$ cat src/rtl/bram_port_arbiter.sv
// Single BRAM port shared by pipeline A (absolute priority, 1-cycle read) and master B (2-deep in-order FIFO, b_ready from count only).
// Blocked-cycle counter CSR at STATS_ADDR exists only when BRAM_ARB_STATS_EN is defined.
module bram_port_arbiter #(
    parameter int unsigned ADDR_W     = 14,
    parameter logic [11:0] STATS_ADDR = 12'h7c2
) (
    input  logic              clk,
    input  logic              rstn,
    input  logic              a_valid,
    input  logic              a_write,
    input  logic [3:0]        a_wmask,
    input  logic [31:0]       a_wdata,
    input  logic [ADDR_W-1:0] a_addr,
    output logic [31:0]       a_rdata,
    input  logic              b_valid,
    output logic              b_ready,
    input  logic              b_write,
    input  logic [3:0]        b_wmask,
    input  logic [31:0]       b_wdata,
    input  logic [ADDR_W-1:0] b_addr,
    output logic              b_rvalid,
    output logic [31:0]       b_rdata,
    output logic              m_write,
    output logic [3:0]        m_wmask,
    output logic [31:0]       m_wdata,
    output logic [ADDR_W-1:0] m_addr,
    input  logic [31:0]       m_rdata,
    input  logic              csr_read,
    input  logic [1:0]        csr_modify,
    input  logic [31:0]       csr_wdata,
    input  logic [11:0]       csr_addr,
    output logic [31:0]       csr_rdata,
    output logic              csr_valid
);
    typedef struct packed {
        logic              write;
        logic [3:0]        wmask;
        logic [31:0]       wdata;
        logic [ADDR_W-1:0] addr;
    } req_t;

    req_t        fifo_mem [2];
    req_t        head;
    logic [1:0]  count;
    logic        rd_ptr;
    logic        wr_ptr;
    logic        a_active;
    logic        push;
    logic        pop;
    logic        rd_pend;
    logic [31:0] rdata_hold;

    assign a_active = a_valid | a_write;
    assign head     = fifo_mem[rd_ptr];
    assign b_ready  = (count < 2'd2);
    assign push     = b_valid & b_ready;
    assign pop      = ~a_active & (count != 2'd0);

    assign a_rdata  = m_rdata;
    assign b_rvalid = rd_pend;
    assign b_rdata  = rd_pend ? m_rdata : rdata_hold;

    always_comb begin
        m_write = 1'b0;
        m_wmask = 4'b0000;
        m_wdata = a_wdata;
        m_addr  = a_addr;
        if (a_active) begin
            m_write = a_write;
            m_wmask = a_wmask;
        end else if (count != 2'd0) begin
            m_write = head.write;
            m_wmask = head.wmask;
            m_wdata = head.wdata;
            m_addr  = head.addr;
        end
    end

    always_ff @(posedge clk) begin
        if (!rstn) begin
            count      <= 2'd0;
            rd_ptr     <= 1'b0;
            wr_ptr     <= 1'b0;
            rd_pend    <= 1'b0;
            rdata_hold <= 32'h0;
        end else begin
            if (push) wr_ptr <= ~wr_ptr;
            if (pop)  rd_ptr <= ~rd_ptr;
            count   <= count + {1'b0, push} - {1'b0, pop};
            rd_pend <= pop & ~head.write;
            // Capture the returned word so b_rdata holds it after the pulse.
            if (rd_pend) rdata_hold <= m_rdata;
        end
    end

    always_ff @(posedge clk) begin
        if (push) fifo_mem[wr_ptr] <= {b_write, b_wmask, b_wdata, b_addr};
    end

`ifdef BRAM_ARB_STATS_EN
    logic [31:0] stat_cnt;
    logic        csr_hit;
    logic        unused_csr_read;

    assign csr_hit         = (csr_addr == STATS_ADDR);
    assign unused_csr_read = csr_read;

    always_ff @(posedge clk) begin
        if (!rstn) begin
            stat_cnt  <= 32'h0;
            csr_valid <= 1'b0;
            csr_rdata <= 32'h0;
        end else begin
            // Software modify takes precedence over a same-cycle increment.
            if (csr_hit && csr_modify != 2'b00) begin
                case (csr_modify)
                    2'b01:   stat_cnt <= csr_wdata;
                    2'b10:   stat_cnt <= stat_cnt | csr_wdata;
                    default: stat_cnt <= stat_cnt & ~csr_wdata;
                endcase
            end else if (a_active && count != 2'd0 && stat_cnt != 32'hFFFF_FFFF) begin
                stat_cnt <= stat_cnt + 32'd1;
            end
            csr_valid <= csr_hit;
            csr_rdata <= csr_hit ? stat_cnt : 32'h0;
        end
    end
`else
    logic unused_csr;

    assign unused_csr = ^{csr_read, csr_modify, csr_wdata, csr_addr};
    assign csr_valid  = 1'b0;
    assign csr_rdata  = 32'h0;
`endif
endmodule

$ cat config.mk
export PLATFORM = sky130hd
export DESIGN_NAME = bram_port_arbiter
export DESIGN_NICKNAME = d
export VERILOG_FILES = /design/src/rtl/bram_port_arbiter.sv
export SDC_FILE = /design/constraint.sdc
export NUM_CORES = 1
export LEC_CHECK = 0
export CAP_MARGIN = 25
export CORE_AREA = 2 2 129 131
export CTS_CLUSTER_DIAMETER = 60
export DETAILED_ROUTE_END_ITERATION = 16
export DIE_AREA = 0 0 131 133
export DONT_BUFFER_PORTS = 1
export PLACE_DENSITY = 0.62
export SYNTH_ARGS = -nofsm -noshare
export SYNTH_HDL_FRONTEND = slang
export SYNTH_SLANG_ARGS = --single-unit
$ cat constraint.sdc
create_clock -name clk -period 6.4 [get_ports clk]
set_clock_uncertainty 0.2 [all_clocks]
set_input_delay 0.64 -clock clk [delete_from_list [all_inputs] [get_ports clk]]
set_output_delay 0.64 -clock clk [all_outputs]
set_load 0.03 [all_outputs]
# [Word level (Yosys, flattened, before mapping)]
# Memory sizes are Yosys's and may differ from the RTL's. A register that Yosys moved wholly into a read port is not among the register bits.
# Cells that the tools add are included.
[word_totals] memories=1 input_bits=185 mem_bits_rw=102 regBits=37 out_inout_bits=150
[op_classes] n_lt_le_gt_ge=1 n_bitwise=8 muxes=13 reduce_logical=1 addsub=2
[memory_table] memory="fifo_mem" words=2 word_bits=51 rd=1 rd_ports_with_merged_regs=1 write_ports=1 line="42" text="req_t fifo_mem [2];"
[ops] operator="$mux W32" count=3
[ops] operator="$mux W14" count=2
[ops] operator="$mux W4" count=2
[ops] operator="$mux W1" count=6
[ops] operator="$not A1 Y1" count=4
[ops] operator="$and A1 B1 Y1" count=3
[ops] operator="$add A2 B1 Y2" count=1
[ops] operator="$lt A2 B2 Y1 const B" count=1
[ops] operator="$reduce_bool A2 Y1" count=1
[ops] operator="$sub A2 B1 Y2" count=1
[ops] operator="$or A1 B1 Y1" count=1

# [Depth between registers and ports, before layout]
# Gate-level depths: netlist of run 1.
[logic_depth] word_depth=5 depth_mapped=7

# [Least setup slack after synthesis of run 1]
# Ideal clock, no wire load.
[synth_timing] path_type="input-to-reg" start="input port b_valid" end="memory fifo_mem[0][0] (netlist name) (enable)" setup_time_ns=0.460 stages=2 slack_ns=2.848 arrival_time_ns=2.892 n_path_buf=0 path_cell_list="nand2b_1 > nor2_1"
[synth_via] elab_chain_len=3
[synth_lines] element="start, declared" line="15" text="input logic b_valid,"
[synth_lines] element="$and A1 B1 Y1" line="56" text="assign push = b_valid & b_ready;"
[synth_lines] element="$mux W1" line="97" text="if (push) fifo_mem[wr_ptr] <= {b_write, b_wmask, b_wdata, b_addr};"
[synth_lines] element="$mux W1 (implied by the code)" line="97"
[synth_lines] element="end, declared" line="42"
# Every way passes these cells.

# [Worst setup path after layout of run 1]
[layout_timing] start="register count[1]" end="output port m_wdata[15]"
[layout_via] elab_chain_len=3
[layout_lines] element="start, declared" line="44" text="logic [1:0] count;"
[layout_lines] element="start signal, assigned" line="89" text="count <= count + {1'b0, push} - {1'b0, pop};"
[layout_lines] element="$reduce_bool A2 Y1" line="71" text="end else if (count != 2'd0) begin"
[layout_lines] element="$mux W32" line="71"
[layout_lines] element="$mux W32" line="68" text="if (a_active) begin"
[layout_lines] element="end, declared" line="25" text="output logic [31:0] m_wdata,"
# Every way passes these cells.

==> results.md, run 1 <==
- Outcome: finished clean
- Most common cell in the synthesized netlist: edfxtp_1
- Hold slack: 0.107 ns
- Hold buffers post-CTS: 0
- Top_reg_cell synth: edfxtp_1
- GRT Overall Usage: between 10% and 20%
- Area leader, netlist: edfxtp_1
- Crit share post-route: roughly half
- Pins Over Slew Limit: 0
- Post-synth EDFFs: a little over 100
- Clock slew at the register clock pins of the worst setup and hold paths: about 0.070 ns
- Worst EP arrival: around 2.4 ns
- Post-Synth XOR/XNOR Area: less than 1%
- Area of the die: ~17000 um^2
- Mean post-synth cell area: roughly 13 um^2
- Largest family of logic cells by synthesized area: multiplexers
- Fillers: around 1500
- Max_cap viols: 0
- DR WL/cell: 18.5 um
- Die width: between 100 and 150 um
- Layout Cells excl Fill: 672
- Cell area after synthesis: just over 6000 um^2
- Post-route ant nets: 0
- Top fanout value on the critical path: 48
- HP Class: in -> reg
- Vias in the first global route: between 3000 and 4000
- Clk Latency, worst-skew pair: 0.42 ns
- Total number of vias: 3369
- H-Tree Depth: 4
- Power Density: approximately 380 nW/um^2
- Top cells by area, synth: edfxtp_1 (49%), dfxtp_1 (12%), mux2i_1 (8.4%)
- Mux share of post-synthesis cell area: about 14%
- Slew Limit Headroom: 27.5%
- Met1 wire length: roughly 4500 um
- Top-Level Pins: around 340
- Core Box Area: approximately 16000 um^2
- Reg area: between 3000 and 4000 um^2
- Largest net degree at the start of global routing: between 50 and 60
- Top cells by count, synth: edfxtp_1 (102), o21ai_0 (88), buf_4 (65)
- Asr flop ratio synth: 0%
- Cts bufs inserted: 17
- Iteration-0 DRC Markers: 164
- Critical Path Source Type: register
- Clk buf depth: 2
- Met2 routed wirelength: ~6400 um
- Height of the die: 133 um
- Routability congestion estimate: around 0.74
- Synth Area in Adders: less than 1%
- Slew of the pin with the lowest slew margin: 1.08 ns
- Design area: around 6600 um^2
- Worst setup path class: reg -> out
- Post-synth top area share: between 40 and 50%
- Antenna violations before repair: 0
- Tmin final: around 3.3 ns
- Share of layout cells above drive strength 1: roughly 15%
- Final #Nets: around 630
- Port Buf Inserts: 0
- CTS sink cnt: 140
- Syn-to-layout area delta: 7.25%
- DR top layer: met4
- Dpl ws: 3.31 ns
- # resized after CTS: 0
- FP Rows: between 40 and 50
- Drt first pass iters: 7
- Fmax: just over 300 MHz
- Seq/Total Area, Yosys: between 60% and 70%
- First-pass GRT wire length: ~18000 um
- VDD IR max: approximately 0.00019 V
- Synthesis warning total: 0
- Initial Util: 38.3%
- Dpl cell area: approximately 6000 um^2
- Post-Synth Simple-Gate Area: between 5 and 6%
- Setup Total Neg Slack: 0 ns
- RSZ-0062 raised after global routing: false
- Lkg Pwr: 0.00228 uW
- Clk root buf: clkbuf_16
- # diodes: 0
- Critical Path RT: roughly 5.6 ns
- Final WS setup: 3.14 ns
- # Post-CTS Setup Buffers: 0
- Final hold vios: 0
- Final setup violation count: 0
- DP HPWL: approximately 8000 um
- Gr ovfl total: 0
- Mapped Cells: 479
- Dpl cells: ~640
- Vias per Instance: 5.01
- Worst Setup End Kind: output pin
- Synthesized flop and latch total: 140
- Synth Area in Compound Gates: 8.26%
- TritonCTS clock tree: done
- Area of the multi-input gates: around 1900 um^2
- DRT Wirelength: between 10000 and 15000 um
- WL met3: 1280 um
- Unique masters post-synth: 32
- # DRC: 0
-- logic make-up after synthesis --
group,after synthesis
buffers and inverters,97
adders and majority gates,1
AOI/OAI and AO/OA,101
DFF,140
xor gates and xnor gates,2
muxes,84
and+or+nand+nor,53
other,1
-- sequential cells by signal (all words and copies together) (netlist names), named ones only --
register    flops
fifo_mem      102
rdata_hold     32
count           2
b_rvalid        1
rd_ptr          1
wr_ptr          1
-- path summary, 6_finish.rpt --
kind	endpoint	startpoint	slack (ns)	depth (start not counted)
worst max-delay path	m_wdata[15]	count[1]	3.14	3
worst min-delay path	fifo_mem[1][16]	b_wdata[2]	0.11	0
worst max register to register	count[1]	count[1]	4.07	6
worst min register to register	register	rd_ptr	0.34	2
-- metrics by stage --
stage	util [%]	total power (uW)
floorplan	-	1530
global route	41.1	2640
detailed placement	37.2	1560
finish	41.1	2540
global placement	37.2	1540
CTS	40.9	2560
-- cell type report --
| type | count | area share (%) |
|---|---|---|
| clock buffers | 17 | 6.40 |
| clock inverters | 15 | 2.62 |
| inverters | 2 | 0.113 |
| multi-input cells | 274 | 28.4 |
| flip-flops and latches | 140 | 57.6 |
| well taps | 220 | 4.14 |
| repair buffers | 4 | 0.715 |
-- per-layer routing --
metal | global-route usage (%) | up-vias
li1 | - | 1543
met1 | 13.9 | 1604
met2 | 24.6 | 207
met3 | 6.39 | 15
met4 | 6.62 | 0
met5 | 0 | -
-- cell usage in the layout (no fill, tap or decap), drive strengths merged --
master,count
xor2,2
o21bai,1
nand3,1
edfxtp,102
clkbuf,17
conb,33
and2,33
nand4,1
and3b,1
nand2b,1
mux2,32
o21ai,98
nand2,5
dfxtp,38
buf,4
mux2i,52
clkinvlp,2
ha,1
or3,1
or4,1
nor4b,1
inv,11
nor2,5
clkinv,2
or2,1
a21oi,2
nor3b,1
and3,1
bufinv,2
-- worst max-delay path, stage by stage (launching register included) --
cell	delay, ns
dfxtp_1	0.41
nor2_4	0.83
o21ai_0	0.30
o21ai_0	0.43
-- power breakdown --
group	internal, uW	total, uW	leakage [uW]	switching, uW
combinational	88.5	405	0.000725	316
clock	588	1000	0.000289	413
sequential	1080	1130	0.00126	53.2
total	1760	2540	0.00228	782
Power figures use the tool's default switching activity.
==> inputs of run 2 (changes only) <==
Settings changed: ABC_AREA from default to 1, CORE_AREA 2 2 129 131 to 2 2 132 134, DIE_AREA 0 0 131 133 to 0 0 134 136, PLACE_DENSITY 0.62 to 0.61.
Clock period 6.4 ns to 2.9 ns, I/O delays scaled along.
==> run 2 against run 1 <==
  * Non-clock buffer count is 147 higher
  * Largest cell class unchanged
  * Critical endpoint is now m_wmask[2]
  * Utilization is 5.7 points higher
  * Critical path depth rose by 2
  * Die area grew 4.6%
  * Sequential share of layout area shrank 9.2 points
==> results.md, run 2 <==
- DR WL/cell: 16.6 um (was 18.5 um)
- Drt first pass iters: 4 (was 7)
- Initial Util: 36.3% (was 38.3%)
- Post-route ant nets: 0 (unchanged)
- Worst Setup End Kind: output pin (unchanged)
- Die width: 134 um (was 131 um)
- Commonest non-fill, non-tap cells in the layout: nand2_1 (148), edfxtp_1 (102), nor2_1 (95) (was edfxtp_1 (102), o21ai_0 (88), mux2i_1 (52))
- Height of the die: 136 um (was 133 um)
- FP Rows: 48 (was 47)
- Port Buf Inserts: 0 (unchanged)
- Post-synth top area share: 49.9% (was 49.4%)
- Worst r2r src: count[1] (unchanged)
- Unique masters post-synth: 25 (was 32)
- Hold slack: 0.0277 ns (was 0.107 ns)
- Synthesized flop and latch total: 140 (unchanged)
- DRT Wirelength: 15600 um (was 12400 um)
- Tmin final: about 2.6 ns
- Top cells by count, synth: nand2_1 (148), edfxtp_1 (102), nor2_1 (97) (was edfxtp_1 (102), o21ai_0 (88), buf_4 (65))
- Syn-to-layout area delta: 28.8% (was 7.25%)
- Vias in the first global route: 4461 (was 3383)
- Critical Path RT: 2.41 ns (was 5.56 ns)
- Pins Over Slew Limit: 0 (unchanged)
- Slew of the pin with the lowest slew margin: 0.927 ns (was 1.08 ns)
- Max_cap viols: 0 (unchanged)
- First-pass GRT wire length: 23100 um (was 18000 um)
- Top flop regs: fifo_mem: 102 flops, rdata_hold: 32 flops, count: 2 flops (unchanged)
- Seq/Total Area, Yosys: 62.4% (was 61.7%)
- Max incr delay on CP: 0.75 ns (was 0.83 ns)
- Clock slew at the register clock pins of the worst setup and hold paths: 0.06 ns (was 0.07 ns)
- Fmax: 378 MHz
- CTS sink cnt: 140 (unchanged)
- Lkg Pwr: 0.00322 uW (was 0.00228 uW)
- Commonest non-fill, non-tap cell in the layout: nand2_1 (was edfxtp_1)
- Crit share post-route: roughly nine tenths
- Top_reg_cell synth: edfxtp_1 (unchanged)
- Largest net degree at the start of global routing: 53 (was 54)
- Clk Latency, worst-skew pair: 0.41 ns (was 0.42 ns)
- Outcome: finished clean (unchanged)
- Gr ovfl total: 0 (unchanged)
- Routability congestion estimate: 0.740 (was 0.742)
- # DRC: 0 (unchanged)
- Cell area after synthesis: 6130 um^2 (was 6200 um^2)
- Synthesis warning total: 0 (unchanged)
- Iteration-0 DRC Markers: 166 (was 164)
- Worst EP arrival: 2.16 ns (was 2.42 ns)
- Top cells by area, synth: edfxtp_1 (50%), dfxtp_1 (12%), nand2_1 (9.1%) (was edfxtp_1 (49%), dfxtp_1 (12%), mux2i_1 (8.4%))
- Most common cell in the synthesized netlist: nand2_1 (was edfxtp_1)
- Slew Limit Headroom: 37.6% (was 27.5%)
- Share of layout cells above drive strength 1: 14.0% (was 15.3%)
- CP max-delay cell: o21ai_0 (was nor2_4)
- Mapped Cells: 594 (was 479)
- Crit path buf inv count: 2 (was 0)
- VDD IR max: 0.000420 V (was 0.000189 V)
- Largest reg by FF count: fifo_mem (unchanged)
- Setup Total Neg Slack: 0 ns (unchanged)
- Area of the die: 18200 um^2 (was 17400 um^2)
- H-Tree Depth: 4 (unchanged)
- Critical Path Source Type: input pin (was register)
- Crit. Startpoint: a_write (was count[1])
- GRT Overall Usage: 17.0% (was 14.0%)
- Vias per Instance: 4.82 (was 5.01)
- Final hold vios: 0 (unchanged)
- RSZ-0062 raised after global routing: false (unchanged)
- Clk root buf: clkbuf_16 (unchanged)
- Worst setup path class: in -> out (was reg -> out)
- Fillers: 1515 (was 1462)
- HP Class: in -> reg (unchanged)
- Mean post-synth cell area: 10.3 um^2 (was 12.9 um^2)
- Max reg flops: 102 (unchanged)
- Clk buf depth: 2 (unchanged)
- Asr flop ratio synth: 0% (unchanged)
- Cts bufs inserted: 17 (unchanged)
- Top fanout value on the critical path: 15 (was 48)
- Antenna violations before repair: 3 (was 0)
- TritonCTS clock tree: done (unchanged)
- Final setup violation count: 0 (unchanged)
- CP top delay family: compound AO/OA/AOI/OAI gates (was simple AND/OR/NAND/NOR gates)
- Power Density: 716 nW/um^2 (was 382 nW/um^2)
- FF-to-FF setup slack: 1.03 ns (was 4.07 ns)
- Hold_sp: a_write (was b_wdata[2])
- Util after Layout: 46.8% (was 41.1%)
- # resized after CTS: 0 (unchanged)
- Post-synth EDFFs: 102 (unchanged)
- Final #Nets: 886 (was 625)
- CP Cell Sequence: dlygate4sd3_1 > nor2_4 > o21ai_4 > buf_4 > o21ai_0 (was nor2_4 > o21ai_0 > o21ai_0)
- Core Box Area: 16900 um^2 (was 16200 um^2)
- Area leader, netlist: edfxtp_1 (unchanged)
- DP HPWL: 10300 um (was 8100 um)
- Top-Level Pins: 335 (unchanged)
- Total number of vias: 4539 (was 3369)
==> run 2: changes by cell type in the layout (fill, tap and decap cells not counted), sizes merged, moves of 4 or more <==
cell and delta:
nand2 +143, nor2 +93, dlygate4sd3 +88, o21ai -88, buf +59, mux2i -48, o31ai +46, and2 -33
a21oi +32, mux2 -32, clkinv +4
==> run 2: layout make-up <==
class,count,area (um^2),area share (%)
Multi-Input combinational cell,381,1750,22.1
Inverter,9,33.8,0.428
Antenna cell,3,7.51,0.0951
Clock inverter,15,188,2.38
Sequential cell,140,3820,48.4
Clock buffer,17,425,5.39
Tap cell,225,282,3.56
Timing Repair Buffer,151,1390,17.6
==> run 2: cell families (layout without fill, tap and decap cells) <==
| family | after synthesis | count (layout) | synth area share, % |
|---|---|---|---|
| buf+inv | 105 | 192 | 11.4 |
| mux | 4 | 4 | 0.653 |
| flops | 140 | 140 | 62.4 |
| other cells | 1 | 36 | 0.0612 |
| compound gates | 91 | 91 | 9.53 |
| fa+ha+maj | 1 | 1 | 0.204 |
| simple gates | 250 | 250 | 15.5 |
| xor+xnor | 2 | 2 | 0.286 |
==> run 2: routing by layer <==
| metal | routed length [um] | share of wire, % | global-route usage [%] | vias to the layer above |
|---|---|---|---|---|
| li1 | - | - | - | 2142 |
| met3 | 1500 | 9.6 | 7.20 | 21 |
| met1 | 5510 | 35 | 16.6 | 2138 |
| met2 | 8390 | 54 | 31.8 | 238 |
| met4 | 238 | 1.5 | 6.44 | 0 |
| met5 | 0 | 0 | 0 | - |
==> run 2: power breakdown <==
| part | internal (uW) | switching, uW | total, uW | leakage, uW |
|---|---|---|---|---|
| logic | 340 | 711 | 1050 | 0.00166 |
| registers | 2320 | 52.3 | 2370 | 0.00126 |
| clock network | 1370 | 861 | 2230 | 0.000293 |
==> run 2: final timing paths <==
check             endpoint  depth (start not counted)
min reg2reg  rdata_hold[4]                          2
min               count[1]                          4
max             m_wmask[2]                          5
max reg2reg       count[1]                          6
==> run 2: tightest hold or removal path, cell delays in order <==
cell     delay (ns)
o21ai_0        0.10
nand3_1        0.10
nand2_1        0.04
nor2_1         0.08
==> run 2: stage by stage <==
step / power, uW / cells / setup slack [ns] / instance area (um^2)
after global routing: 5880 / 940 / 0.181 / 7900
after global placement: 3330 / 818 / 0.773 / 6400
after floorplan: 3190 / 626 / 0.154 / 6260
final: 5650 / 941 / 0.255 / 7900
after detailed placement: 3350 / 818 / 0.741 / 6400
after CTS: 5710 / 938 / 0.246 / 7890
==> run 2: repair_timing <==
action,4_1_cts,5_1_grt
hold buffers,88,0
setup endpoints to repair,0,0
endpoints found under the hold margin,140,0
setup buffers,0,0
==> inputs of run 3 (changes only) <==
Settings changed: MAX_ROUTING_LAYER from default to met4.
==> run 3 against run 2 <==
  * Hold slack got worse by 0.0025 ns
  * Via count down 0.73%
  * Sequential cell count is the same
  * Critical path type unchanged
  * Highest routed layer unchanged
==> results.md, run 3 (same netlist as run 2, synthesis figures left out) <==
- Setup Total Neg Slack: 0 ns (unchanged)
- Post-route ant nets: 0 (unchanged)
- Hold path depth: 4 (unchanged)
- Port Buf Inserts: 0 (unchanged)
- Share of layout cells above drive strength 1: 14.0% (unchanged)
- H-Tree Depth: 4 (unchanged)
- Final hold vios: 0 (unchanged)
- Worst hold path endpoint: count[1] (unchanged)
- Worst setup path class: in -> out (unchanged)
- Reg2reg end: count[1] (unchanged)
- Final setup violation count: 0 (unchanged)
- Clk buf depth: 2 (unchanged)
- RSZ-0062 raised after global routing: false (unchanged)
- Clock slew at the register clock pins of the worst setup and hold paths: 0.06 ns (about the same)
- Cts bufs inserted: 17 (unchanged)
- Gr ovfl total: 0 (unchanged)
- CP Cell Sequence: dlygate4sd3_1 > nor2_4 > o21ai_4 > buf_4 > o21ai_0 (unchanged)
- Slew of the pin with the lowest slew margin: 0.950 ns (was 0.927 ns)
- FP Rows: 48 (unchanged)
- # Post-CTS Setup Buffers: 0 (unchanged)
- Iteration-0 DRC Markers: 184 (was 166)
- Crit path buf inv count: 2 (unchanged)
- FF-to-FF setup slack: 1.05 ns (was 1.03 ns)
- Dpl ws: 0.741 ns (unchanged)
- # resized after CTS: 0 (unchanged)
- Vias per Instance: 4.79 (was 4.82)
- First-pass GRT wire length: 23100 um (about the same)
- R2R depth: 6 (unchanged)
- Vias in the first global route: 4480 (was 4461)
- Largest net degree at the start of global routing: 53 (unchanged)
- Slew Limit Headroom: 36.0% (was 37.6%)
- Commonest non-fill, non-tap cells in the layout: nand2_1 (148), edfxtp_1 (102), nor2_1 (95) (unchanged)
- CP top delay family: compound AO/OA/AOI/OAI gates (unchanged)
- Tmin final: 2.65 ns (about the same)
- Antenna violations before repair: 2 (was 3)
- Routability congestion estimate: 0.749 (was 0.740)
- GRT Overall Usage: 17.5% (was 17.0%)
- Largest reg by FF count: fifo_mem (unchanged)
- DR WL/cell: 16.6 um (about the same)
- Max_cap viols: 0 (unchanged)
- Clk Latency, worst-skew pair: 0.42 ns (was 0.41 ns)
- Final #Nets: 886 (unchanged)
- Core Box Area: 16900 um^2 (unchanged)
- TritonCTS clock tree: done (unchanged)
- # DRC: 0 (unchanged)
- Final WS setup: 0.249 ns (was 0.255 ns)
- Top fanout value on the critical path: 15 (unchanged)
- Clk root buf: clkbuf_16 (unchanged)
- Util after Layout: 46.8% (about the same)
- DP HPWL: 10300 um (unchanged)
- Worst r2r src: count[1] (unchanged)
- CP max-delay cell: o21ai_0 (unchanged)
- Max incr delay on CP: 0.76 ns (was 0.75 ns)
- Outcome: finished clean (unchanged)
- CTS sink cnt: 140 (unchanged)
- Critical Path RT: 2.41 ns (about the same)
- DRT Wirelength: 15600 um (about the same)
- Max reg flops: 102 (unchanged)
- Critical Path Source Type: input pin (unchanged)
- Worst EP arrival: 2.16 ns (about the same)
- Lkg Pwr: 0.00322 uW (about the same)
- Top-Level Pins: 335 (unchanged)
- Worst Setup End Kind: output pin (unchanged)
- HP Class: in -> reg (unchanged)
- Hold_sp: a_write (unchanged)
- Die width: 134 um (unchanged)
- Drt first pass iters: 4 (unchanged)
- Pins Over Slew Limit: 0 (unchanged)
- VDD IR max: 0.000425 V (was 0.000420 V)
- Syn-to-layout area delta: 28.7% (was 28.8%)
- Fmax: 377 MHz (was 378 MHz)
- Total number of vias: 4506 (was 4539)
- Top flop regs: fifo_mem: 102 flops, rdata_hold: 32 flops, count: 2 flops (unchanged)
- Area of the die: 18200 um^2 (unchanged)
- Power Density: 716 nW/um^2 (about the same)
- Crit share post-route: 91.4% (was 91.2%)
- Commonest non-fill, non-tap cell in the layout: nand2_1 (unchanged)
- Initial Util: 36.3% (unchanged)
- Height of the die: 136 um (unchanged)
==> run 3: cell types whose count changed in the layout (fill, tap and decap cells not counted), sizes merged <==
cell / previous run / this run
diode: 3 / 2
==> run 3: repair_timing <==
item | in CTS | in global routing
hold endpoints to repair | 140 | 0
endpoints found under the setup margin | 0 | 0
hold buffers | 88 | 0
==> run 3: final cells by class <==
cell class / count / area, um^2
Antenna cell: 2 / 5.00
Sequential cell: 140 / 3820
Tap cell: 225 / 282
Clock inverter: 15 / 188
Timing Repair Buffer: 151 / 1390
Multi-Input combinational cell: 381 / 1750
Fill cell: 1516 / 8980
Clock buffer: 17 / 425
Inverter: 9 / 33.8
==> run 3: through the flow <==
step	hold slack [ns]	cells	instance area, um^2	total power, uW
2_1_floorplan	0.183	626	6260	3190
3_3_place_gp	0.189	818	6400	3330
3_5_place_dp	0.189	818	6400	3350
4_1_cts	0.00450	938	7890	5710
5_1_grt	0.0497	940	7900	5880
6_report	0.0252	940	7900	5650
==> run 3: routing by layer <==
| metal | global-route usage (%) | part of all wire (%) | up-vias |
|---|---|---|---|
| met4 | 6.56 | 1.9 | 0 |
| met2 | 31.7 | 53 | 225 |
| met3 | 6.26 | 8.5 | 22 |
| li1 | - | - | 2138 |
| met1 | 17.3 | 36 | 2121 |
| met5 | - | 0 | - |
==> run 3: worst reg2reg max path: stages, from the launching register on <==
cell	delay (ns)
dfxtp_1	0.34
inv_1	0.08
buf_4	0.19
nand4_1	0.11
dlygate4sd3_1	0.60
a21oi_1	0.15
nor2_1	0.06
==> run 3: worst max path at each step <==
stage              from             end  slack, ns  depth (start not counted)
2_1_floorplan  count[1]  fifo_mem[1][0]       0.15                          3
3_3_place_gp   register     m_wdata[28]       0.77                          5
3_5_place_dp   register     m_wdata[28]       0.74                          5
4_1_cts         a_write      m_wmask[2]       0.25                          5
5_1_grt         a_write      m_wmask[2]       0.18                          5
6_report        a_write      m_wmask[2]       0.25                          5
==> run 3: power by group <==
part / total (uW) / internal (uW) / switching (uW)
Sequential: 2370 / 2320 / 51.6
Clock: 2230 / 1370 / 865
Combinational: 1050 / 340 / 710
